<file path="config.mk">
export PLATFORM = sky130hd
export DESIGN_NAME = fifo_wr_arb
export DESIGN_NICKNAME = d
export VERILOG_FILES = /design/src/rtl/fifo_wr_arb.sv
export SDC_FILE = /design/constraint.sdc
export NUM_CORES = 1
export LEC_CHECK = 0
export ABC_AREA = 1
export CAP_MARGIN = 10
export CORE_ASPECT_RATIO = 1.1
export CORE_MARGIN = 2
export CORE_UTILIZATION = 52
export CTS_BUF_LIST = sky130_fd_sc_hd__clkbuf_4
export DETAILED_ROUTE_END_ITERATION = 8
export GPL_TIMING_DRIVEN = 0
export PLACE_DENSITY = 0.87
export SYNTH_ARGS = -nofsm -noshare
export SYNTH_HDL_FRONTEND = slang
export SYNTH_SLANG_ARGS = --single-unit
</file>
<file path="constraint.sdc">
create_clock -name wclk -period 2.95 [get_ports wclk]
set_clock_uncertainty 0.15 [all_clocks]
set_input_delay 0.59 -clock wclk [delete_from_list [all_inputs] [get_ports wclk]]
set_output_delay 0.59 -clock wclk [all_outputs]
set_load 0.05 [all_outputs]
</file>
<file path="src/rtl/fifo_wr_arb.sv">
// Two-requester round-robin arbiter feeding the write side of an async FIFO.
// Frames longer than MAX_LEN are cut: the last written beat is marked final and the rest are drained unwritten.
//
//   state | meaning
//   IDLE  | no owner; arbitrate when the FIFO has room
//   PASS  | granted requester streams beats into the FIFO
//   DROP  | frame truncated; accept and discard beats until last
module fifo_wr_arb #(
  parameter int DW      = 8,
  parameter int MAX_LEN = 1518,
  parameter int CNTW    = 11
) (
  input  logic          wclk,
  input  logic          wrst_n,
  input  logic          s0_valid,
  input  logic [DW-1:0] s0_data,
  input  logic          s0_last,
  output logic          s0_ready,
  input  logic          s1_valid,
  input  logic [DW-1:0] s1_data,
  input  logic          s1_last,
  output logic          s1_ready,
  input  logic          wfull,
  output logic          winc,
  output logic [DW:0]   wdata,
  output logic          trunc,
  output logic          trunc_port,
  output logic          busy
);

  typedef enum logic [1:0] {
    IDLE = 2'd0,
    PASS = 2'd1,
    DROP = 2'd2
  } state_e;

  localparam logic [CNTW-1:0] LIMIT = CNTW'(MAX_LEN - 1);

  state_e          state_q;
  logic            g_q;
  logic            lastg_q;
  logic [CNTW-1:0] cnt_q;
  logic [CNTW-1:0] cnt_d;
  logic            trunc_q;
  logic            trunc_port_q;

  logic            sel_valid;
  logic            sel_last;
  logic [DW-1:0]   sel_data;
  logic            in_pass;
  logic            in_drop;
  logic            at_limit;
  logic            sel_ready;
  logic            accept;
  logic            winner;

  assign sel_valid = g_q ? s1_valid : s0_valid;
  assign sel_last  = g_q ? s1_last  : s0_last;
  assign sel_data  = g_q ? s1_data  : s0_data;

  assign in_pass  = (state_q == PASS);
  assign in_drop  = (state_q == DROP);
  assign at_limit = (cnt_q == LIMIT);
  assign cnt_d    = cnt_q + CNTW'(1);

  // DROP drains regardless of wfull since nothing is written.
  assign sel_ready = (in_pass & ~wfull) | in_drop;
  assign accept    = sel_valid & sel_ready;

  assign s0_ready   = sel_ready & ~g_q;
  assign s1_ready   = sel_ready & g_q;
  assign winc       = in_pass & sel_valid & ~wfull;
  assign wdata      = {sel_last | (in_pass & at_limit), sel_data};
  assign busy       = (state_q != IDLE);
  assign trunc      = trunc_q;
  assign trunc_port = trunc_port_q;

  // Sole requester wins outright; on a tie the one not served last wins.
  assign winner = (s0_valid & s1_valid) ? ~lastg_q : s1_valid;

  always_ff @(posedge wclk or negedge wrst_n) begin
    if (!wrst_n) begin
      state_q      <= IDLE;
      g_q          <= 1'b0;
      lastg_q      <= 1'b1;
      cnt_q        <= '0;
      trunc_q      <= 1'b0;
      trunc_port_q <= 1'b0;
    end else begin
      trunc_q <= 1'b0;
      case (state_q)
        IDLE: begin
          if (!wfull && (s0_valid || s1_valid)) begin
            g_q     <= winner;
            lastg_q <= winner;
            cnt_q   <= '0;
            state_q <= PASS;
          end
        end
        PASS: begin
          if (accept) begin
            if (sel_last) begin
              state_q <= IDLE;
            end else if (at_limit) begin
              state_q      <= DROP;
              trunc_q      <= 1'b1;
              trunc_port_q <= g_q;
            end else begin
              cnt_q <= cnt_d;
            end
          end
        end
        DROP: begin
          if (accept && sel_last) begin
            state_q <= IDLE;
          end
        end
        default: state_q <= IDLE;
      endcase
    end
  end

endmodule

</file>
## Word-level counts from Yosys, hierarchy flattened

Index checks and enable logic that the tools add are counted.

- Register bits after elaboration: 17
- Bits of input ports: 23

- $add $sub $neg: 1
- Equality and inequality tests: 9
- Multiplexer cells: 19
- Bitwise operators: 14
- Reductions and logical operators: 11

Operators with widths:

| operator | count |
|---|---|
| two-way mux 11 bit | 4 |
| one-hot mux 11 bit (2 select lines) | 1 |
| adder 11 x 1 -> 11 bit, second input constant | 1 |
| == test 11 bit, second input constant | 1 |
| two-way mux 2 bit | 5 |
| AND 1 bit | 8 |
| two-way mux 8 bit | 1 |
| AND reduction 4 bit | 2 |
| two-way mux 1 bit | 7 |
| inequality test 2 bit, second input constant | 3 |
| one-hot mux 2 bit (3 select lines) | 1 |
| AND reduction 5 bit | 1 |
| inequality test 2 x 1 -> 1 bit, second input constant | 2 |
| inverter 1 bit | 4 |
| nonzero test 2 bit | 2 |
| inequality test 3 x 2 -> 1 bit, second input constant | 1 |
| == test 2 x 1 -> 1 bit, second input constant | 1 |
| == test 2 bit, second input constant | 1 |
| logical AND 1 bit | 2 |
| logical NOT 2 bit | 1 |
| OR 1 bit | 2 |
| AND reduction 2 bit | 1 |
| logical NOT 1 bit | 1 |
| logical OR 1 bit | 1 |

## Logic depth before layout (Yosys ltp)

Gate-level depths: netlist of run 1.

- Word-level depth: 7
- Mapped depth: 10

## Worst setup path after synthesis of run 1

No wires, ideal clock.

- Path kind: input port to output port
- Start point: input wfull
- End point: output s0_ready
- Arrival time: 1463 ps
- Slack: 747 ps
- Stages: 5
- Cell sequence: inv_1 -> nand2_1 -> nand2_1 -> inv_1 -> nor2_1

- Longest elaborated chain between the ends: 4

Ends and longest elaborated chain:

| what | RTL line | text |
|---|---|---|
| start: declaration | 23 | `input logic wfull,` |
| inverter 1 bit | 67 | `assign sel_ready = (in_pass & ~wfull) \| in_drop;` |
| AND 1 bit | 67 |  |
| OR 1 bit | 67 |  |
| AND 1 bit | 70 | `assign s0_ready = sel_ready & ~g_q;` |
| end: declaration | 18 | `output logic s0_ready,` |

No other way between the ends.

## Worst setup path in the final report of run 1

- Start point: register g_q
- End point: output wdata[3]

- Longest elaborated chain between the ends: 1

Ends and longest elaborated chain:

| what | RTL line | text |
|---|---|---|
| start: declaration | 40 | `logic g_q;` |
| start signal: assignment | 94 | `g_q <= winner;` |
| two-way mux 8 bit | 59 | `assign sel_data = g_q ? s1_data : s0_data;` |
| end: declaration | 25 | `output logic [DW:0] wdata,` |

No other way between the ends.

==> metrics, run 1 <==
ys async rst share=100%; Worst setup startpoint=g_q$_DFFE_PN0P_; total congestion overflow=0; Syn Area/Cell=6.09 um^2; Post-DRT Antenna Nets=0; PD cells=833 nW/um^2; VDD IR max=0.808 mV; share of cells above drive strength 1=6.40%; drt first pass iters=4; DP HPWL=2580 um; Max Slew Vio Count=0; Starting Density=56.0%; Top Ports=38; synthesized flop and latch total=17; area grow syn2layout=36.1%; final-layout fill cell count=about 190; Residual DRC=0; Die X=around 51 um; Total Routing Usage GR=24.0%; critical path's slowest cell=clkdlybuf4s50_1; CTS HTree Levels=1; number of synthesis warnings=0; commonest non-fill, non-tap cell in the layout=nand2_1; top_reg_cell synth=dfrtp_1; IO buf count=37; Setup Buffers After CTS=0; post-route clock period utilization=97.0%; worst path required time=2.21 ns; nets=276; FF+latch area=approximately 430 um^2; Leak Pwr=0.000965 uW; top cells by area, synth=dfrtp_1 31%, nand2_1 27%, inv_1 7.1%, nor2_1 6.8%, nand3_1 5.5%; multi-input logic area=722 um^2; vias in the first global route=1258; Die H=55.9 um; most used cell, CP=nand2_1; crit path capture type=output port; clock latency at the later pin of the worst-skew pair=0.31 ns; Crit Path Category=register to output port; CTS Sinks=17; CTS Buffer Depth=2; Fmax achieved=about 0.35 GHz; Inserted Clock Buffers=3; DR WL/cell=around 12 um; die footprint=2860 um^2; CP max stage delay=0.79 ns; run status=finished, final reports clean; worst rel slew slack=50.4%; critical path arrival=between 2 and 2.5 ns; Routability Congestion=0.880; CTS tree=done; Seq/Total Area, Yosys=~33%; largest net degree at the start of global routing=18; Post-Syn Instances=209; Slew @ Worst Pin=approximately 0.74 ns; first-pass GRT wire length=5290 um; Crit Reg-Reg Endpoint=cnt_q[9]$_DFFE_PN0P_; reg-to-reg setup timing slack=1.12 ns; initial drt markers=34; commonest non-fill, non-tap cells in the layout=92 x nand2_1, 26 x clkdlybuf4s50_1, 24 x inv_1, 23 x nor2_1, 16 x dfrtp_1; crit start category=register; synthesized area=1270 um^2; Final TNS setup=0 ns; min-delay worst type=register to register; vias=1404; core area=around 2300 um^2; post-layout minimum cycle time=2.86 ns; row cnt=18; vias per std cell=5.01; worst-path cell chain=inv_1 -> clkbuf_1 -> nand2_1 -> nand2_1 -> clkdlybuf4s50_1; area leader, netlist=dfrtp_1; crit path max fanout=10; worst-case reg-to-reg path depth=10; final WL=roughly 3300 um; Post-synth EDFFs=0; Inserted Diodes=0; Post-Syn Nets=234; share of the synthesized area in the top cell type=31.4%; RSZ-0062 raised after global routing=no; crit path capture=wdata[3]; Final Total Pwr=1440 uW; # setup viols final=0; max-cap violations=0; Netlist cell types=24; Root Buffer Master=clkbuf_4; initial antenna violation count=0; clock-pin slew reported for the worst setup and hold paths after clock tree synthesis=0.11 ns; FF-to-FF Start=cnt_q[1]$_DFFE_PN0P_; Final Hold Viols=0
[timing repair]
| action | 4_1_cts | 5_1_grt |
|---|---|---|
| endpoints found under the setup margin | 1 | 10 |
| pin swaps | 0 | 0 |
| hold buffers | 0 | 0 |
| resized for setup | 1 | 10 |
[Yosys cell counts, types with 2 or more instances]
cell / count
nand2_2: 2
dfrtp_1: 16
clkbuf_1: 3
nand4_1: 6
nor2_4: 2
nor2_1: 23
o21ai_1: 3
nor3b_1: 2
nand2_1: 92
o21ai_0: 5
nand3_1: 14
inv_2: 2
nand3_2: 2
ha_1: 2
inv_1: 24
a21oi_1: 3
[power breakdown]
group	internal, uW	switching, uW	total (uW)
clock network	50.7	78.2	129
logic	300	664	965
registers	291	58.2	349
[cells by family after synthesis]
kind of cell,share of synthesized area [%]
buffers and inverters,9.82
DFF,33.5
AOI/OAI and AO/OA,5.50
adders and majority gates,1.96
and+or+nand+nor,49.2
[layer usage]
layer  share of wire (%)  wire [um]  vias to the layer above  track usage (%)
met2                  45       1470                       51             40.4
li1                    -          -                      728                -
met5                   0          0                        -                0
met1                  45       1470                      621             28.6
met4                 1.2         39                        0             7.34
met3                 8.7        283                        4             7.53
[stage by stage]
step | util [%] | cells | cell area [um^2] | setup WS, ns | hold WS, ns
3_5_place_dp | 73.9 | 276 | 1680 | 0.0161 | 0.336
3_3_place_gp | 73.9 | 276 | 1680 | 0.0157 | 0.315
5_1_grt | 76.2 | 280 | 1730 | 0.00629 | 0.377
2_1_floorplan | - | 209 | 1270 | 0.747 | 0.144
4_1_cts | 75.1 | 280 | 1710 | 0.00659 | 0.364
6_report | 76.2 | 280 | 1730 | 0.0899 | 0.358
[flip-flops by register name, indices dropped and copies added, names as in the netlist]
| name | cells |
|---|---|
| cnt_q | 11 |
| g_q | 1 |
| lastg_q | 1 |
| state_q | 2 |
| trunc | 1 |
| trunc_port | 1 |
[cell type report]
class | count | share of cell area [%]
Buffer | 5 | 1.59
Clock buffer | 3 | 1.30
Clock inverter | 1 | 0.289
Inverter | 26 | 5.63
Multi-Input combinational cell | 161 | 41.7
Sequential cell | 17 | 24.6
Tap cell | 30 | 2.17
Timing Repair Buffer | 37 | 22.7
[critical path, delay by kind of cell, from the launching register on]
family	cells	cell delay [ns]
buffers and inverters	3	1.27
AND/OR/NAND/NOR	2	0.16
flip-flops	1	0.40
[worst min path at each step]
stage	start	endpoint	slack, ns	depth (start not counted)
2_1_floorplan	wrst_n	cnt_q[0]$_DFFE_PN0P_	0.14	0
3_3_place_gp	trunc_port$_DFFE_PN0P_	trunc_port$_DFFE_PN0P_	0.31	2
3_5_place_dp	trunc_port$_DFFE_PN0P_	trunc_port$_DFFE_PN0P_	0.34	2
4_1_cts	trunc_port$_DFFE_PN0P_	trunc_port$_DFFE_PN0P_	0.36	2
5_1_grt	trunc_port$_DFFE_PN0P_	trunc_port$_DFFE_PN0P_	0.38	2
6_report	trunc_port$_DFFE_PN0P_	trunc_port$_DFFE_PN0P_	0.36	2
(Power assumes the default switching activity.)
==> run 2, diff against run 1 <==
- CORE_UTILIZATION: 52 -> 60
- DONT_BUFFER_PORTS: unset -> 1
- PLACE_DENSITY: 0.87 -> 0.76
==> run 2 against run 1 <==
Against the previous run:
- power shrank 10%
- non-clock buffer count shrank 36
- clock power grew 9%
- largest cell class unchanged
- largest power group unchanged
==> metrics, run 2 (synthesized netlist as in run 1, its figures left out) <==
run status=finished, final reports clean (unchanged); # setup viols final=0 (unchanged); drt first pass iters=4 (unchanged); nets=240 (was 276); Top Ports=38 (unchanged); commonest non-fill, non-tap cells in the layout=92 x nand2_1, 24 x inv_1, 23 x nor2_1, 16 x dfrtp_1, 14 x nand3_1 (was 92 x nand2_1, 26 x clkdlybuf4s50_1, 24 x inv_1, 23 x nor2_1, 16 x dfrtp_1); worst-path cell chain=inv_1 -> ha_1 -> nand2_1 -> nor2_1 -> nand4_1 -> nand3_1 (was inv_1 -> clkbuf_1 -> nand2_1 -> nand2_1 -> clkdlybuf4s50_1); Routability Congestion=0.924 (was 0.880); total congestion overflow=0 (unchanged); Met1 Wirelength=1320 um (was 1470 um); CP bufs+invs=1 (was 3); share of cells above drive strength 1=7.48% (was 6.40%); CP top delay family=simple AND/OR/NAND/NOR gates (was buffers and inverters); Leak Pwr=0.000707 uW (was 0.000965 uW); crit start category=register (unchanged); crit path capture type=output port (unchanged); initial antenna violation count=0 (unchanged); vias=1274 (was 1404); vias per std cell=5.26 (was 5.01); worst path required time=2.21 ns (about the same); max FFs per register=11 (unchanged); largest net degree at the start of global routing=18 (unchanged); final WL=2810 um (was 3260 um); area grow syn2layout=5.89% (was 36.1%); Fin Hold WS=0.330 ns (was 0.358 ns); vias in the first global route=1017 (was 1258); Total Routing Usage GR=24.4% (was 24.0%); Crit Path Category=register to output port (unchanged); Die X=47.9 um (was 51.2 um); Slew @ Worst Pin=0.875 ns (was 0.742 ns); first-pass GRT wire length=4290 um (was 5290 um); post-route clock period utilization=86.6% (was 97.0%); CTS Buffer Depth=2 (unchanged); Fmax achieved=0.391 GHz (was 0.350 GHz); commonest non-fill, non-tap cell in the layout=nand2_1 (unchanged); critical path arrival=1.81 ns (was 2.12 ns); worst rel slew slack=41.5% (was 50.4%); Inserted Diodes=0 (unchanged); RSZ-0062 raised after global routing=no (unchanged); Die H=52.3 um (was 55.9 um); Starting Density=63.7% (was 56.0%); Setup Buffers After CTS=0 (unchanged); Reg with most FFs=cnt_q (unchanged); DP HPWL=2210 um (was 2580 um); registers with the most flip-flops=cnt_q: 11 flops, state_q: 2 flops (unchanged); number of gates resized after CTS=0 (was 1); row cnt=17 (was 18); CTS tree=done (unchanged); crit path max fanout=4 (was 10); die footprint=2510 um^2 (was 2860 um^2); Final Hold Viols=0 (unchanged); DR WL/cell=11.6 um (was 11.7 um); hold buffers post-CTS=1 (was 0); clock-pin slew reported for the worst setup and hold paths after clock tree synthesis=0.11 ns (about the same); CTS Sinks=17 (unchanged); critical path's slowest cell=dfrtp_1 (was clkdlybuf4s50_1); Detail Route met3 WL=125 um (was 283 um); min-delay worst type=primary input to register (was register to register); Inserted Clock Buffers=3 (unchanged); VDD IR max=0.578 mV (was 0.808 mV); IO buf count=0 (was 37); max-cap violations=0 (unchanged); clock latency at the later pin of the worst-skew pair=0.30 ns (was 0.31 ns); CTS HTree Levels=1 (unchanged); Final TNS setup=0 ns (unchanged); Post-DRT Antenna Nets=0 (unchanged); met2 WL post-DR=1320 um (was 1470 um); Residual DRC=0 (unchanged); PD cells=958 nW/um^2 (was 833 nW/um^2); Root Buffer Master=clkbuf_4 (unchanged); CP max stage delay=0.43 ns (was 0.79 ns); Top Layer Used=met4 (unchanged); post-layout minimum cycle time=2.55 ns (was 2.86 ns); Max Slew Vio Count=0 (unchanged); initial drt markers=33 (was 34); core area=2000 um^2 (was 2270 um^2)
run 2: area by class of cell:
| class | count | area (um^2) |
|---|---|---|
| timing repair buffer | 1 | 10.0 |
| sequential | 17 | 427 |
| fill | 189 | 651 |
| tap | 28 | 35.0 |
| clock buffer | 4 | 30.0 |
| buffer | 5 | 27.5 |
| multi-input combinational | 161 | 722 |
| inverter | 26 | 97.6 |
run 2: through the flow:
| step | util [%] | instances | setup WS [ns] | power, uW | cell area (um^2) |
|---|---|---|---|---|---|
| 3_3_place_gp | 65.5 | 237 | 0.700 | 1130 | 1310 |
| 2_1_floorplan | - | 209 | 0.747 | 1030 | 1270 |
| 5_1_grt | 67.5 | 242 | 0.289 | 1400 | 1350 |
| 6_report | 67.5 | 242 | 0.395 | 1290 | 1350 |
| 4_1_cts | 67.5 | 242 | 0.396 | 1290 | 1350 |
| 3_5_place_dp | 65.5 | 237 | 0.709 | 1150 | 1310 |
run 2: routing by layer:
metal	up-vias	GRT usage, %
met5	-	0
met4	0	11.3
met2	30	37.6
li1	661	-
met3	6	3.10
met1	577	33.1
run 2: worst paths after layout:
check	start	end	slack [ns]	cells after the start
worst max-delay path	cnt_q[1]$_DFFE_PN0P_	wdata[8]	0.40	6
worst min-delay path	s1_valid	lastg_q$_DFFE_PN1P_	0.33	2
worst max register to register	cnt_q[1]$_DFFE_PN0P_	cnt_q[10]$_DFFE_PN0P_	1.12	10
worst min register to register	lastg_q$_DFFE_PN1P_	lastg_q$_DFFE_PN1P_	0.38	2
max in group asynchronous	wrst_n	cnt_q[9]$_DFFE_PN0P_	1.51	1
min in group asynchronous	wrst_n	cnt_q[7]$_DFFE_PN0P_	0.64	1
run 2: power breakdown:
| group | switching (uW) | leakage (uW) | internal, uW | total [uW] |
|---|---|---|---|---|
| registers | 54.2 | 0.000225 | 291 | 345 |
| clock network | 79.1 | 0.0000184 | 62.0 | 141 |
| logic | 635 | 0.000464 | 170 | 805 |
| total | 768 | 0.000707 | 523 | 1290 |
